### config.mk
export PLATFORM = sky130hd
export DESIGN_NAME = comb_sweep_ctrl
export DESIGN_NICKNAME = d
export VERILOG_FILES = /design/src/rtl/comb_sweep_pkg.sv /design/src/rtl/comb_sweep_cmp.sv /design/src/rtl/comb_sweep_ctrl.sv
export SDC_FILE = /design/constraint.sdc
export NUM_CORES = 1
export LEC_CHECK = 0
export CORE_ASPECT_RATIO = 0.75
export CORE_UTILIZATION = 46
export DETAILED_ROUTE_END_ITERATION = 16
export PLACE_DENSITY = 0.75
export SYNTH_ARGS = -nofsm -noshare
export SYNTH_HDL_FRONTEND = slang
export SYNTH_SLANG_ARGS = --single-unit
### constraint.sdc
create_clock -name clk -period 1.7 [get_ports clk]
set_input_delay 0.17 -clock clk [delete_from_list [all_inputs] [get_ports clk]]
set_output_delay 0.17 -clock clk [all_outputs]
set_load 0.01 [all_outputs]
### src/rtl/comb_sweep_pkg.sv
// Shared types and constants for the combinational sweep controller.
package comb_sweep_pkg;

    localparam int unsigned NUM_IMPL = 4;
    localparam int unsigned NUM_VEC  = 16;

    typedef enum logic [1:0] {
        StIdle,
        StWait,
        StCheck,
        StDone
    } state_e;

endpackage

### src/rtl/comb_sweep_cmp.sv
// All-equal check across the implementation outputs: flags a mismatch when they disagree.
module comb_sweep_cmp
    import comb_sweep_pkg::*;
(
    input  logic [NUM_IMPL-1:0] y,
    output logic                mismatch
);

    always_comb begin
        mismatch = !((y == '0) || (y == '1));
    end

endmodule

### src/rtl/comb_sweep_ctrl.sv
// Exhaustive 4-input sweep comparing four Y(A,B,C,D) implementations.
// Optional truth-table capture output is enabled with COMB_SWEEP_TRUTH_EN.
module comb_sweep_ctrl
    import comb_sweep_pkg::*;
#(
    parameter int unsigned SETTLE = 2
) (
    input  logic                clk,
    input  logic                rst,
    input  logic                start,
    input  logic                abort,
    input  logic [NUM_IMPL-1:0] y,
    output logic [3:0]          abcd,
    output logic                busy,
    output logic                done,
    output logic                pass,
    output logic [4:0]          mism_cnt,
    output logic [3:0]          first_fail
`ifdef COMB_SWEEP_TRUTH_EN
    ,
    output logic [NUM_VEC-1:0]  truth
`endif
);

    localparam logic [3:0] SETTLE_LAST = 4'(SETTLE - 1);
    localparam logic [3:0] VEC_LAST    = 4'(NUM_VEC - 1);

    state_e     state_q, state_d;
    logic [3:0] vec_q, vec_d;
    logic [3:0] settle_q, settle_d;
    logic [4:0] mism_q, mism_d;
    logic [3:0] ff_q, ff_d;
    logic       pass_q, pass_d;
    logic       mismatch;

    comb_sweep_cmp u_cmp (
        .y        (y),
        .mismatch (mismatch)
    );

    always_ff @(posedge clk) begin
        if (rst) begin
            state_q  <= StIdle;
            vec_q    <= '0;
            settle_q <= '0;
            mism_q   <= '0;
            ff_q     <= '0;
            pass_q   <= 1'b0;
        end else begin
            state_q  <= state_d;
            vec_q    <= vec_d;
            settle_q <= settle_d;
            mism_q   <= mism_d;
            ff_q     <= ff_d;
            pass_q   <= pass_d;
        end
    end

    always_comb begin
        state_d  = state_q;
        vec_d    = vec_q;
        settle_d = settle_q;
        mism_d   = mism_q;
        ff_d     = ff_q;
        pass_d   = pass_q;
        unique case (state_q)
            StIdle: begin
                if (start) begin
                    state_d  = StWait;
                    vec_d    = '0;
                    settle_d = '0;
                    mism_d   = '0;
                    ff_d     = '0;
                    pass_d   = 1'b0;
                end
            end
            StWait: begin
                if (abort) begin
                    state_d = StIdle;
                    pass_d  = 1'b0;
                end else begin
                    settle_d = settle_q + 4'd1;
                    if (settle_q == SETTLE_LAST) begin
                        state_d = StCheck;
                    end
                end
            end
            StCheck: begin
                // Abort beats a same-cycle mismatch: nothing is counted.
                if (abort) begin
                    state_d = StIdle;
                    pass_d  = 1'b0;
                end else begin
                    if (mismatch) begin
                        mism_d = mism_q + 5'd1;
                        if (mism_q == 5'd0) begin
                            ff_d = vec_q;
                        end
                    end
                    if (vec_q == VEC_LAST) begin
                        state_d = StDone;
                        // Loaded on entry so pass is already valid during the done pulse.
                        pass_d  = (mism_q == 5'd0) && !mismatch;
                    end else begin
                        state_d  = StWait;
                        vec_d    = vec_q + 4'd1;
                        settle_d = '0;
                    end
                end
            end
            StDone: begin
                state_d = StIdle;
            end
            default: begin
                state_d = StIdle;
            end
        endcase
    end

    always_comb begin
        abcd       = (state_q == StIdle) ? 4'd0 : vec_q;
        busy       = (state_q == StWait) || (state_q == StCheck);
        done       = (state_q == StDone);
        pass       = pass_q;
        mism_cnt   = mism_q;
        first_fail = ff_q;
    end

`ifdef COMB_SWEEP_TRUTH_EN
    logic [NUM_VEC-1:0] truth_q;

    always_ff @(posedge clk) begin
        if (rst) begin
            truth_q <= '0;
        end else if ((state_q == StIdle) && start) begin
            truth_q <= '0;
        end else if (state_q == StCheck) begin
            truth_q[vec_q] <= y[0];
        end
    end

    always_comb begin
        truth = truth_q;
    end
`endif

endmodule

==> out/qor.yml <==
clk_latency_ns: 0.32
crit_required_ns: 1.53
die_h_um: 47.3
place.gp.congestion: 0.869
syn_to_final_growth_pct: 43.3
drt-total-wl_um: 3540
post-route-period-util_pct: 97.5
worstHoldPathCells: 2
synthFlopType: "dfxtp_1"
multi_input_area_um2: 852
drtIter0Drc: 81
hp-class: "reg2reg"
power_mw: 1.25
fin_tns_setup_ns: 0
drive_gt1_share_pct: 32.8
r2r_cells: 7
placed_area_mm2: 0.00163
chipWidth_um: 62.4
p_per_area_mw_per_mm2: 696
clk_root_buffer_cell: "clkbuf_4"
cp_max_fo: 6
clockBufferDepth: 2
groute.usage.overall_pct: 24.6
syn_avg_cell_area_um2: 9.25
finalCriticalPeriod_ns: 1.66
synth_cell_types: 44
num_rows: 16
ys_seq_elements: 20
n_fill_cell: 198
diodes: 0
grt_max_degree: 16
hold_viol: 0
hpwl_um: 2390
worst_slew_pin_slew_ns: 0.346
ir_worst_vdd_mv: 0.885
synth_edf_count: 0
grt_pass1_wl_um: 5380
place_worst_setup_slack_ns: -0.155
drv_slew: 0
final_cell_area_mm2: 0.00180
drcViolationCount: 0
wl_per_cell_um: 16.2
cts_tree: "yes"
syn_inst: 136
finalNetCount: 201
max-slew-margin-rel_pct: 76.9
coreArea_mm2: 0.00260
clkTransAtPathRegs_ns: 0.12
setup_viol: 0
start_util_pct: 48.3
htree_levels: 1
endpoint_kind: "output port"
drt.antenna.violating_nets: 0
arrival_ns: 1.49
rsz0062_at_grt: "true"
synth_fp_nets: 153
design.die.area_mm2: 0.00295
status: "complete, no violations"
max_freq_mhz: 603
place.port_buffers: 23
path_cells: "inv_2, ha_2, buf_4, nor2b_1, clkdlybuf4s15_2"
via_per_inst: 5.60
cap_viol_max_count: 0
io_pins: 24
slowest_delay_ns: 0.39
antenna_found_initial: 0
first_global_vias: 1205
cts-hold-fix-buffers: 0
critical_path_class: "reg2out"
final-seq-area_um2: 405
layout_commonest_cell: "buf_4"
clock-sinks: 20
async_flop_share_pct: 0
leakage_nw: 0.670
num_vias: 1227
startpoint_type: "flop"
crit_slowest_cell: "dfxtp_4"
yosysSeqAreaShare_pct: 31.8
syn_area_mm2: 0.00126
layout_common_cells: "buf_4, dfxtp_1, clkdlybuf4s50_1"
ys_warn_count: 0
firstDrtPassIters: 4
skew_ns: 0.00966
grt_overflow_total: 0
cts_buffers: 3
setup_ws_ns: 0.0423
## worst paths after layout
check | from | to | slack (ns)
setup / recovery | state_q[1] | abcd[3] | 0.04
hold / removal | first_fail[1] | first_fail[1] | 0.47
setup reg to reg | state_q[1] | mism_cnt[4] | 0.05
hold reg to reg | first_fail[1] | first_fail[1] | 0.47
## power breakdown
group,total [mW],switching (mW),internal (mW)
Sequential,0.493,0.0117,0.482
Combinational,0.368,0.184,0.184
Clock,0.393,0.154,0.239
Total,1.25,0.349,0.904
## stage by stage
stage | cells | utilization, % | hold slack (ns)
after floorplan | 136 | - | 0.354
after global placement | 207 | 62.7 | 0.447
after detailed placement | 207 | 62.7 | 0.458
after CTS | 212 | 65.6 | 0.475
after global routing | 219 | 69.2 | 0.492
final | 219 | 69.2 | 0.471
## per-layer routing
layer	GRT usage (%)	share of wire, %	vias up
met4	15.8	3.2	0
met2	46.6	50	42
li1	-	-	586
met5	0	0	-
met1	25.8	43	586
met3	6.55	4.2	13
## layout make-up
class | count | area share [%]
clock inverter | 1 | 1.67
multi-input combinational | 99 | 47.3
tap | 36 | 2.50
sequential | 20 | 22.5
inverter | 12 | 2.50
timing repair buffer | 48 | 22.3
clock buffer | 3 | 1.25
## registers in the layout (all words and copies together) (netlist names)
signal / cells
first_fail: 4
state_q: 2
mism_cnt: 5
settle_q: 4
vec_q: 4
pass: 1
## worst max-delay path: cells and delay by family, from the launching register on
kind | cells | cell delay [ns]
buffers and inverters | 3 | 0.46
flip-flops | 1 | 0.39
AND/OR/NAND/NOR | 1 | 0.12
adder cells (fa/ha/maj) | 1 | 0.21
## cell families (layout without fill, tap and decap cells)
group	Yosys count	after routing	synth area share, %
AND/OR/NAND/NOR	52	52	26.2
AO/OA/AOI/OAI	30	30	20.2
flip-flops	20	20	31.8
buffers and inverters	17	64	6.57
adder cells (fa/ha/maj)	9	9	8.96
multiplexers	7	7	5.57
XOR/XNOR	1	1	0.697
## synth_stat cells, drive strengths merged, types with 3 or more instances
cell type / number / area (um2)
buf: 3 / 30.0
dfxtp: 20 / 400
ha: 9 / 113
a21oi: 7 / 35.0
or3: 4 / 25.0
mux2i: 7 / 70.1
a21boi: 3 / 22.5
nand4: 3 / 25.0
or4: 4 / 33.8
o21ai: 10 / 53.8
nor2: 8 / 30.0
and2: 3 / 21.3
nand2: 5 / 18.8
nand3: 10 / 55.1
inv: 11 / 41.3
nor2b: 7 / 51.3
## repair_timing
item | in CTS | in global routing
gates resized for setup | 14 | 18
cloned | 0 | 0
pin swaps | 0 | 3
setup buffers | 1 | 7
setup endpoints to repair | 12 | 15
Power figures use the tool's default switching activity.
==> variant 1: new RTL, same flow settings <==
Change the package constant `NUM_IMPL` from 4 to 6.
--- a/src/rtl/comb_sweep_pkg.sv
+++ b/src/rtl/comb_sweep_pkg.sv
@@ -3,3 +3,3 @@
 
-    localparam int unsigned NUM_IMPL = 4;
+    localparam int unsigned NUM_IMPL = 6;
     localparam int unsigned NUM_VEC  = 16;
Ports: changed (resized y); port bits go from 24 to 26. No check against the original RTL was run, so the function may have changed too.
==> variant 1 against the unedited design <==
  * Sequential cell count did not move
  * Combinational power shrank 32%
  * Final area increased by 2.4%
  * Wire length is 10% lower
  * Area after synthesis grew 1.8%
  * Global-route usage decreased by 3.2 points
  * Total power decreased by 2.8%
  * Clock power grew 23%
  * Setup slack improved by 0.015 ns
  * Synthesized cell count grew 8.8%
  * Utilization up 1.1 points
  * Fmax increased by 0.92%
  * Count of clock-buffer cells in the layout did not move
==> variant 1: results (changes against the unedited design) <==
### Outcome
• complete, no violations — run status

### Worst setup path
• done — critical path endpoint
• 3 — biggest fanout along the worst timing path, -3
• 1.47 ns — arrival time reported for the critical path endpoint, -0.02 ns

### Cells and area
• 21.8% — Seq/total area, -0.67 points
• 7 — Non-CTS inverters, -5
• 25.1% — final-layout non-clock buffer area share, +2.8 points
• 112 — multi-input combinational cell count, +13%
• 20 — sequential cells, unchanged

### Global routing
• 38.9% — met2 global-route usage, -7.7 points
• 4.82 mm — first-pass GRT wire length, -10%
• 5.00% — met3 capacity usage during global routing, -1.6 points
• 13 — maximum number of pins on one net before global-route repair, -3

### Route
• 1229 — vias after detailed routing, +0.16%
• 1.49 mm — detailed-route wire length on metal 1, -0.86%
• 1.55 mm — DR WL met2, -12%
• 5.27 — via density per instance, -5.9%
• 3.18 mm — detailed-route wire length, -10%

### Logic synthesis
• 31.3% — share of the yosys chip area belonging to registers, -0.56 points
• sky130_fd_sc_hd__dfxtp_1 31%, sky130_fd_sc_hd__ha_1 8.8%, sky130_fd_sc_hd__mux2i_1 7.0% — biggest area contributors in the synthesized netlist
• 20 x sky130_fd_sc_hd__dfxtp_1, 15 x sky130_fd_sc_hd__nand2_1, 11 x sky130_fd_sc_hd__a21oi_1 — cell types with the highest counts after synthesis
• 167 — post-synthesis net count, +9.2%

### Placement
• -0.160 ns — worst slack at placement, -0.00529 ns
• 25 — Port Buf Inserts, +8.7%

### Power
• 1.22 mW — total power after layout, -2.8%
• 0.641 mV — VDD IR-drop max, -28%

-- variant 1: cell types whose count changed in the layout (fill, tap and decap cells not counted), sizes merged, moves of 3 or more --
cell           unedited run  this run
or4                       4         0
a21oi                     7        12
nand2b                    1         5
or2                       0         3
nand3                    10         5
inv                      11         7
buf                      26        29
nand2                     5        15
o21ai                    10         3
clkdlybuf4s50            17        20
nand4                     3         7
-- variant 1: cell families (layout without fill, tap and decap cells) --
family / Yosys count / in the layout / synth area share, %
AOI/OAI and AO/OA: 24 / 24 / 13.0
xor gates and xnor gates: 2 / 2 / 1.37
adders and majority gates: 9 / 9 / 8.80
buffers and inverters: 16 / 65 / 6.45
DFF: 20 / 20 / 31.3
muxes: 9 / 9 / 7.04
and+or+nand+nor: 68 / 68 / 32.1
-- variant 1: what timing repair did --
action | CTS | global route
setup endpoints to repair | 18 | 11
cloned | 0 | 0
resized for setup | 13 | 6
pin swaps | 0 | 3
setup buffers | 0 | 1
==> variant 2: new RTL, same flow settings <==
Without the edit above. Register the input `abort` before use, without a reset. The logic sees it one clock later. The other inputs are not delayed to match.
--- a/src/rtl/comb_sweep_ctrl.sv
+++ b/src/rtl/comb_sweep_ctrl.sv
@@ -26,2 +26,8 @@
     localparam logic [3:0] VEC_LAST    = 4'(NUM_VEC - 1);
+
+    logic abort_q;
+
+    always_ff @(posedge clk) begin
+        abort_q <= abort;
+    end
 
@@ -77,3 +83,3 @@
             StWait: begin
-                if (abort) begin
+                if (abort_q) begin
                     state_d = StIdle;
@@ -89,3 +95,3 @@
                 // Abort beats a same-cycle mismatch: nothing is counted.
-                if (abort) begin
+                if (abort_q) begin
                     state_d = StIdle;
Formal check against the unedited RTL: not equivalent (Yosys sat finds a counterexample within 4 cycles, from zero or initial values and one cycle with rst high).
==> variant 2 against the unedited design <==
  * The run now ends with negative setup slack left
  * Highest routed layer unchanged
  * Die area up 5.7%
  * Wire length is 13% higher
  * Critical endpoint is now mism_cnt[3]$_SDFFE_PP0P_
  * Synthesized cell count increased by 15%
  * Setup slack got worse by 0.18 ns
  * Sequential cell count up 1
  * Clock power is 15% lower
  * Via count up 18%
  * Total power decreased by 2.4%
  * Final area grew 12%
  * Register-to-register slack lost 0.19 ns
  * Utilization rose by 5.8 points
  * Largest power group unchanged
  * Sequential share of layout area fell by 1.4 points
  * Critical path depth up 2
  * Area after synthesis rose by 5.9%
  * Largest cell class unchanged
==> variant 2: results (changes against the unedited design) <==
### Route
• 5.94 — via density per instance, +6.1%
• 16.4 um — routed length per instance, +1.7%
• 4 — first-pass iteration count of the detailed router, unchanged
• 59 — initial drt markers, -27%
• 1444 — vias after detailed routing, +18%

### Timing
• -0.146 ns — final-layout setup total negative slack, -0.146 ns
• 2 — # setup viols final, +2
• 0.00390 ns — worst clock skew, -0.00576 ns
• -0.140 ns — worst setup margin, -0.182 ns
• 70.7% — Slew headroom, -6.2 points

### Global routing
• 0 — antenna violations before repair, unchanged
• 1320 — number of global-route vias before repair, +9.5%
• 5.94 mm — first-pass GRT wire length, +11%
• 14 — maximum number of pins on one net before global-route repair, -2
• 24.4% — overall global routing resource usage, -0.18 points

### Logic synthesis
• 174 — post-synthesis net count, +14%
• sky130_fd_sc_hd__dfxtp_1 32%, sky130_fd_sc_hd__ha_1 8.5%, sky130_fd_sc_hd__nand3_1 4.9% — biggest area contributors in the synthesized netlist
• 0 — Warnings, synthesis, unchanged
• 8.48 sq um — Avg Synthesized Cell Area, -8.3%
• sky130_fd_sc_hd__dfxtp_1 — most used flip-flop cell after synthesis
• 21 x sky130_fd_sc_hd__dfxtp_1, 13 x sky130_fd_sc_hd__nand3_1, 10 x sky130_fd_sc_hd__a21oi_1, 10 x sky130_fd_sc_hd__inv_1 — cell types with the highest counts after synthesis
• 45 — Netlist cell types, +2.3%
• 0% — share of synthesized flip-flops with an asynchronous set or reset, unchanged
• sky130_fd_sc_hd__dfxtp_1 — Synth area leader
• 31.6% — share of the yosys chip area belonging to registers, -0.26 points

### Power
• 41.9% — Seq pwr share, +2.5 points
• 27.3% — clock network fraction of design power, -4.0 points
• 29.4% — proportion of total power due to net switching, +1.5 points
• 0.385 mV — VDD IR-drop max, -57%
• 0.793 nW — total leakage power, +18%
• 608 mW/mm^2 — power per standard cell area, -13%

### Cells and area
• 0 — number of antenna diodes, unchanged
• 225 — Net count, final, +12%
• 5 — max reg flops, unchanged
• 31.4% — fraction of layout cells with a size suffix above 1, -1.4 points

### Worst setup path
• compound AO/OA/AOI/OAI gates — family of cells with the greatest summed delay on the critical path
• 4 — biggest fanout along the worst timing path, -2
• 2.01 ns — arrival time reported for the critical path endpoint, +0.52 ns
• 0.38 ns — delay of the slowest critical-path stage
• sky130_fd_sc_hd__nor4_4 — slowest cell on the critical path

### Placement
• 0.00176 sq mm — post-placement cell area, +7.6%
• 2.74 mm — Final HPWL DP, +15%
• -0.210 ns — worst slack at placement, -0.0551 ns
• 23 — Port Buf Inserts, unchanged
• 0.856 — Final Wtd Congestion, -1.4%

### Outcome
• finished with violations — run status
• negative setup slack — violated checks

### Clock network
• 0.08 ns — clock slew seen by the registers of the worst setup and hold paths, -0.04 ns
• 1 — CTS H-Tree Depth, unchanged
• 2 — maximum buffer depth of the clock tree, unchanged
• 3 — total clock buffers created by CTS, unchanged
• 0.26 ns — clk_lat worst skew, -0.06 ns
• sky130_fd_sc_hd__clkbuf_8 — clock root cell

### Min path
• in -> reg — hold crit path type

## variant 2: cell types whose count changed after synthesis, moves of 4 or more
cell / unedited run / this run
sky130_fd_sc_hd__mux2i_1: 7 / 1
sky130_fd_sc_hd__a41oi_1: 0 / 4
sky130_fd_sc_hd__and2b_1: 0 / 4
sky130_fd_sc_hd__nand3_1: 9 / 13
## variant 2: worst paths after layout
path                      startpoint                       end  slack (ns)  depth (start not counted)
max          state_q[1]$_SDFFE_PP0P_  mism_cnt[3]$_SDFFE_PP0P_       -0.14                          7
min                            abort           abort_q$_DFF_P_        0.36                          1
max reg2reg  state_q[1]$_SDFFE_PP0P_  mism_cnt[3]$_SDFFE_PP0P_       -0.14                          7
min reg2reg        pass$_SDFFE_PP0P_         pass$_SDFFE_PP0P_        0.48                          2
## variant 2: routing by layer
metal / up-vias / GRT usage [%] / wire (um)
met5: - / 0 / 0
met4: 0 / 6.67 / 90
met3: 14 / 7.31 / 183
met2: 42 / 41.5 / 1930
met1: 705 / 29.8 / 1780
li1: 683 / - / -
## variant 2: cell families (layout without fill, tap and decap cells)
kind of cell / after synthesis / after routing / share of synthesized area (%)
buffers and inverters: 19 / 69 / 6.67
muxes: 1 / 1 / 0.752
AOI/OAI and AO/OA: 40 / 40 / 21.6
xor gates and xnor gates: 2 / 2 / 1.32
and+or+nand+nor: 65 / 65 / 29.6
DFF: 21 / 21 / 31.6
adders and majority gates: 9 / 9 / 8.46
## variant 2: layout make-up
cell class                      count  area (sq um)
Multi-Input combinational cell    117           976
Tap cell                           36          45.0
Clock buffer                        4          45.0
Timing Repair Buffer               55           479
Inverter                           10          42.5
Sequential cell                    21           425
Fill cell                         185           669
## variant 2: repair_timing
action	4_1_cts	5_1_grt
pin swaps	2	14
setup endpoints to repair	15	20
setup buffers	0	7
resized for setup	11	38
